### config.mk
export PLATFORM = sky130hd
export DESIGN_NAME = sram_arbiter
export DESIGN_NICKNAME = d
export VERILOG_FILES = /design/src/rtl/sram_arbiter.sv
export SDC_FILE = /design/constraint.sdc
export NUM_CORES = 1
export LEC_CHECK = 0
export CAP_MARGIN = 15
export CORE_MARGIN = 2
export CORE_UTILIZATION = 43
export CTS_CLUSTER_SIZE = 14
export DETAILED_ROUTE_END_ITERATION = 12
export GPL_ROUTABILITY_DRIVEN = 0
export PLACE_DENSITY_LB_ADDON = 0.3
export SYNTH_ARGS = -nofsm -noshare
export SYNTH_HDL_FRONTEND = slang
export SYNTH_SLANG_ARGS = --single-unit
### constraint.sdc
create_clock -name clk200 -period 2.7 [get_ports clk200]
set_clock_uncertainty 0.2 [all_clocks]
set_input_delay 0.54 -clock clk200 [delete_from_list [all_inputs] [get_ports clk200]]
set_output_delay 0.54 -clock clk200 [all_outputs]
set_load 0.01 [all_outputs]
### src/rtl/sram_arbiter.sv
// SRAM arbiter: SPI toggle-handshake and CPU level requests share one async 16-bit SRAM.
// Define SRAM_ARB_ROUND_ROBIN_EN for alternating grants; otherwise SPI has fixed priority.
module sram_arbiter #(
  parameter int ACCESS_CYCLES = 3,
  parameter int ADDR_W        = 19
) (
  input  logic              clk200,
  input  logic              rst_n,
  input  logic              spi_req,
  output logic              spi_ack,
  input  logic              spi_read_sram,
  input  logic [ADDR_W-1:0] spi_address_sram,
  input  logic              spi_ub,
  input  logic [7:0]        spi_out_sram_in,
  output logic [15:0]       spi_in_sram_out,
  input  logic              cpu_req,
  input  logic              cpu_read,
  input  logic [ADDR_W-1:0] cpu_address,
  input  logic              cpu_ub_n,
  input  logic              cpu_lb_n,
  input  logic [15:0]       cpu_wdata,
  output logic [15:0]       cpu_rdata,
  output logic              cpu_ack,
  output logic [ADDR_W-1:0] sram_address,
  output logic [15:0]       sram_data_out,
  output logic              sram_data_oe,
  input  logic [15:0]       sram_data_in,
  output logic              sram_we_n,
  output logic              sram_oe_n,
  output logic              sram_ub_n,
  output logic              sram_lb_n
);

  localparam logic [1:0] ST_IDLE    = 2'd0;
  localparam logic [1:0] ST_ACCESS  = 2'd1;
  localparam logic [1:0] ST_RECOVER = 2'd2;

  localparam int              CNT_W    = (ACCESS_CYCLES > 2) ? $clog2(ACCESS_CYCLES) : 1;
  localparam logic [CNT_W-1:0] CNT_LAST = CNT_W'(ACCESS_CYCLES - 1);

  logic [1:0]        r_state;
  logic [CNT_W-1:0]  r_cnt;
  logic              r_grant_cpu;
  logic              r_is_read;
  logic              r_spi_ack;
  logic              r_cpu_ack;
  logic [15:0]       r_spi_rdata;
  logic [15:0]       r_cpu_rdata;
  logic [ADDR_W-1:0] r_sram_address;
  logic [15:0]       r_sram_data_out;
  logic              r_sram_data_oe;
  logic              r_sram_we_n;
  logic              r_sram_oe_n;
  logic              r_sram_ub_n;
  logic              r_sram_lb_n;

  logic              w_spi_pend;
  logic              w_cpu_pend;
  logic              w_pick_cpu;
  logic              w_sel_read;
  logic              w_sel_ub_n;
  logic              w_sel_lb_n;
  logic [ADDR_W-1:0] w_sel_addr;
  logic [15:0]       w_sel_wdata;

  // The ack cycle itself must not look like a fresh CPU request.
  assign w_spi_pend = spi_req ^ r_spi_ack;
  assign w_cpu_pend = cpu_req & ~r_cpu_ack;

`ifdef SRAM_ARB_ROUND_ROBIN_EN
  logic r_last_cpu;

  always_ff @(posedge clk200 or negedge rst_n) begin
    if (!rst_n) begin
      r_last_cpu <= 1'b1;
    end else if (r_state == ST_RECOVER) begin
      r_last_cpu <= r_grant_cpu;
    end
  end

  assign w_pick_cpu = w_cpu_pend & (~w_spi_pend | ~r_last_cpu);
`else
  assign w_pick_cpu = w_cpu_pend & ~w_spi_pend;
`endif

  // Reads always open both lanes; SPI byte writes replicate the byte onto both halves.
  always_comb begin
    w_sel_read  = spi_read_sram;
    w_sel_addr  = spi_address_sram;
    w_sel_wdata = {spi_out_sram_in, spi_out_sram_in};
    w_sel_ub_n  = spi_read_sram ? 1'b0 : ~spi_ub;
    w_sel_lb_n  = spi_read_sram ? 1'b0 : spi_ub;
    if (w_pick_cpu) begin
      w_sel_read  = cpu_read;
      w_sel_addr  = cpu_address;
      w_sel_wdata = cpu_wdata;
      w_sel_ub_n  = cpu_read ? 1'b0 : cpu_ub_n;
      w_sel_lb_n  = cpu_read ? 1'b0 : cpu_lb_n;
    end
  end

  always_ff @(posedge clk200 or negedge rst_n) begin
    if (!rst_n) begin
      r_state         <= ST_IDLE;
      r_cnt           <= '0;
      r_grant_cpu     <= 1'b0;
      r_is_read       <= 1'b0;
      r_spi_ack       <= 1'b0;
      r_cpu_ack       <= 1'b0;
      r_spi_rdata     <= '0;
      r_cpu_rdata     <= '0;
      r_sram_address  <= '0;
      r_sram_data_out <= '0;
      r_sram_data_oe  <= 1'b0;
      r_sram_we_n     <= 1'b1;
      r_sram_oe_n     <= 1'b1;
      r_sram_ub_n     <= 1'b1;
      r_sram_lb_n     <= 1'b1;
    end else begin
      r_cpu_ack <= 1'b0;
      case (r_state)
        ST_IDLE: begin
          if (w_spi_pend || w_cpu_pend) begin
            r_grant_cpu     <= w_pick_cpu;
            r_is_read       <= w_sel_read;
            r_sram_address  <= w_sel_addr;
            r_sram_data_out <= w_sel_wdata;
            r_sram_oe_n     <= ~w_sel_read;
            r_sram_we_n     <= w_sel_read;
            r_sram_data_oe  <= ~w_sel_read;
            r_sram_ub_n     <= w_sel_ub_n;
            r_sram_lb_n     <= w_sel_lb_n;
            r_cnt           <= '0;
            r_state         <= ST_ACCESS;
          end
        end
        ST_ACCESS: begin
          if (r_cnt == CNT_LAST) begin
            if (r_is_read) begin
              if (r_grant_cpu) begin
                r_cpu_rdata <= sram_data_in;
              end else begin
                r_spi_rdata <= sram_data_in;
              end
            end
            r_sram_oe_n    <= 1'b1;
            r_sram_we_n    <= 1'b1;
            r_sram_ub_n    <= 1'b1;
            r_sram_lb_n    <= 1'b1;
            r_sram_data_oe <= 1'b0;
            r_state        <= ST_RECOVER;
          end else begin
            r_cnt <= r_cnt + CNT_W'(1);
          end
        end
        ST_RECOVER: begin
          if (r_grant_cpu) begin
            r_cpu_ack <= 1'b1;
          end else begin
            r_spi_ack <= ~r_spi_ack;
          end
          r_state <= ST_IDLE;
        end
        default: begin
          r_state <= ST_IDLE;
        end
      endcase
    end
  end

  assign spi_ack         = r_spi_ack;
  assign spi_in_sram_out = r_spi_rdata;
  assign cpu_ack         = r_cpu_ack;
  assign cpu_rdata       = r_cpu_rdata;
  assign sram_address    = r_sram_address;
  assign sram_data_out   = r_sram_data_out;
  assign sram_data_oe    = r_sram_data_oe;
  assign sram_we_n       = r_sram_we_n;
  assign sram_oe_n       = r_sram_oe_n;
  assign sram_ub_n       = r_sram_ub_n;
  assign sram_lb_n       = r_sram_lb_n;

endmodule
==> flow_summary.json <==
{
  "status": "finished, final reports clean",
  "cts_tree": "done",
  "detail_route.wl_per_cell_um": 17.0,
  "async_reset_ff_share_pct": 100,
  "fp.dieW_um": 98.7,
  "yosys_register_bits": 80,
  "die_h_um": 98.7,
  "finalCritPeriodShare_pct": 88.1,
  "switching_share_pct": 31.3,
  "pwr-share-seq_pct": 34.2,
  "cp-start-kind": "register",
  "cts_root_buf": "clkbuf_8",
  "grtUsageTotal_pct": 19.5,
  "finalNetCount": 535,
  "arrival_ps": 1640,
  "path_clk_slew_ps": 80,
  "setup_violations": 0,
  "dp_hpwl_um": 7030,
  "crit_type": "register to output port",
  "drtAntennaViolNets": 0,
  "grt-ovfl-total": 0,
  "cts.sinks": 80,
  "yosysMostFrequentCell": "dfrtp_1",
  "ioPinCount": 161,
  "ys_types": 34,
  "cp_max_fo": 17,
  "synth_top_area_cell": "dfrtp_1",
  "numPortBuffers": 160,
  "rsz0062_at_grt": "false",
  "antenna_found_initial": 0,
  "drcViolationCount": 0,
  "clock_path_buffers": 2,
  "setup_ws_ps": 322,
  "yosys_warnings": 0,
  "hold_violations": 0,
  "crit_path_cell_trace": "clkdlybuf4s50_1",
  "ys_seq_area_share_pct": 52.1,
  "tns_ps": 0,
  "via_count": 2898,
  "clockPowerShare_pct": 15.1,
  "cp_top_family": "flip-flops",
  "diodes": 0,
  "wirelength_um": 9480,
  "total_leakage_power_nw": 2.55,
  "syn_area_per_cell_um2": 13.6,
  "worst_slew_margin_rel_pct": 58.7,
  "core-area_um2": 8720,
  "comb_power_share_pct": 50.7,
  "hp-class": "register to register",
  "cp_num_buf_inv": 1,
  "tightest_slew_ps": 610,
  "internal_power_mw": 4.32,
  "synth_edf_count": 0,
  "stdcell_area_um2": 5830,
  "die-area_um2": 9730,
  "pre_cts_ws_ps": 151,
  "syn-num-nets": 373,
  "synth_common_cells": "76 x dfrtp_1, 68 x mux2_2, 35 x and3b_1, 26 x mux2_1",
  "cap_violations": 0,
  "syn_to_final_growth_pct": 51.4,
  "grt_max_degree": 45,
  "synth_flop_cell": "dfrtp_1",
  "rrSetupSlack_ps": 630,
  "clk_latency_ps": 340,
  "drt-pass1-iter-count": 4,
  "synth.area.top_cells": "dfrtp_1 49%, mux2_2 20%, and3b_1 8.0%",
  "end_kind": "output port",
  "fin_crit_ps": 2380,
  "synth_top_area_share_pct": 49.4,
  "grt_pass1_vias": 3039,
  "p_per_area_nw_per_um2": 1080,
  "start_util_pct": 44.2,
  "syn_inst": 284,
  "drive_above_1_share_pct": 22.4,
  "netlist_area_um2": 3850,
  "cts_buffers": 9,
  "dpl-instance-area_um2": 5610,
  "slew_violations": 0,
  "rows": 34,
  "grt_pass1_wl_um": 15100,
  "peakVddDrop_mv": 0.538,
  "htree_levels": 3,
  "crit_slowest_cell": "dfrtp_1",
  "worstPathRequired_ps": 1960,
  "drt_iter0_drc": 74,
  "p_switching_mw": 1.97,
  "slowest_delay_ps": 670,
  "fmax_mhz": 420,
  "vias_per_cell": 5.18
}
worst paths after layout:
path,from,endpoint,cells after the start
max,cpu_ack$_DFF_PN0_,cpu_ack,1
min,sram_we_n$_DFFE_PN1P_,sram_we_n$_DFFE_PN1P_,2
max reg2reg,cpu_ack$_DFF_PN0_,sram_address[16]$_DFFE_PN0P_,4
min reg2reg,sram_we_n$_DFFE_PN1P_,sram_we_n$_DFFE_PN1P_,2
max in group asynchronous,rst_n,sram_we_n$_DFFE_PN1P_,3
min in group asynchronous,rst_n,cpu_rdata[4]$_DFFE_PN0P_,2
per-stage QoR:
stage	std cells	hold slack, ps	total power [mW]	utilization, %
floorplan	284	44.4	3.77	-
global placement	542	270	5.30	64.3
detailed placement	542	266	5.39	64.3
CTS	559	279	6.36	66.9
global route	559	307	6.66	66.9
finish	559	277	6.28	66.9
flip-flops by register name (all words and copies together) (netlist names), 2 cells and up:
register         flops
r_state              2
spi_in_sram_out     16
cpu_rdata           16
sram_address        19
r_cnt                2
sram_data_out       16
power by group through the flow:
stage                     Combinational [mW]  Clock [mW]  Sequential (mW)
after floorplan                         1.40           0             2.37
after global placement                  3.15           0             2.14
after detailed placement                3.22           0             2.17
after CTS                               3.23       0.975             2.16
after global routing                    3.42        1.02             2.22
final                                   3.19       0.951             2.15
repair_timing:
item / in CTS / in global routing
hold buffers: 1 / 0
resized for setup: 0 / 0
buffers inserted: 0 / 0
setup endpoints to repair: 0 / 0
hold endpoints to repair: 36 / 0
placed cells by master, fill, tap and decap left out, drive strengths merged, types with 2 or more instances in the layout:
cell type      Yosys  final
a211oi             2      2
a222oi             3      3
and3b             35     35
buf               12      9
bufinv             0      2
clkbuf             6     12
clkdlybuf4s50      0    159
clkinv             0      2
dfrtp             76     76
dfstp              4      4
ha                 2      2
inv                8      8
mux2              94     94
mux2i              4      4
nand2              3      3
nand2b             5      5
nor2               4      4
nor3               4      4
o21ai              2      2
o2bb2ai            4      4
or2                3      3
xor2               2      2
cell type report:
class                   instances  area (um2)
clock buffers                  12         145
clock inverters                 4        70.1
fillers                       652        2890
inverters                       8        30.0
multi-input cells             178        1740
flip-flops and latches         80        2010
well taps                     108         135
repair buffers                169        1710
metal layers:
| metal | share of wire [%] | vias up | global-route usage, % | wire length (um) |
|---|---|---|---|---|
| met5 | 0 | - | 0 | 0 |
| met4 | 1.3 | 0 | 6.01 | 128 |
| met3 | 9.6 | 12 | 6.74 | 915 |
| met2 | 46 | 118 | 30.8 | 4340 |
| met1 | 43 | 1412 | 25.4 | 4090 |
| li1 | - | 1356 | - | - |
logic make-up (layout without fill, tap and decap cells):
| group | after synthesis | after routing | share of synthesized area (%) |
|---|---|---|---|
| simple gates | 59 | 59 | 11.5 |
| buf+inv | 26 | 193 | 3.09 |
| fa+ha+maj | 2 | 2 | 0.649 |
| mux | 98 | 98 | 28.5 |
| compound gates | 16 | 16 | 3.28 |
| xor+xnor | 3 | 3 | 0.877 |
| flops | 80 | 80 | 52.1 |
Power figures use the tool's default switching activity.
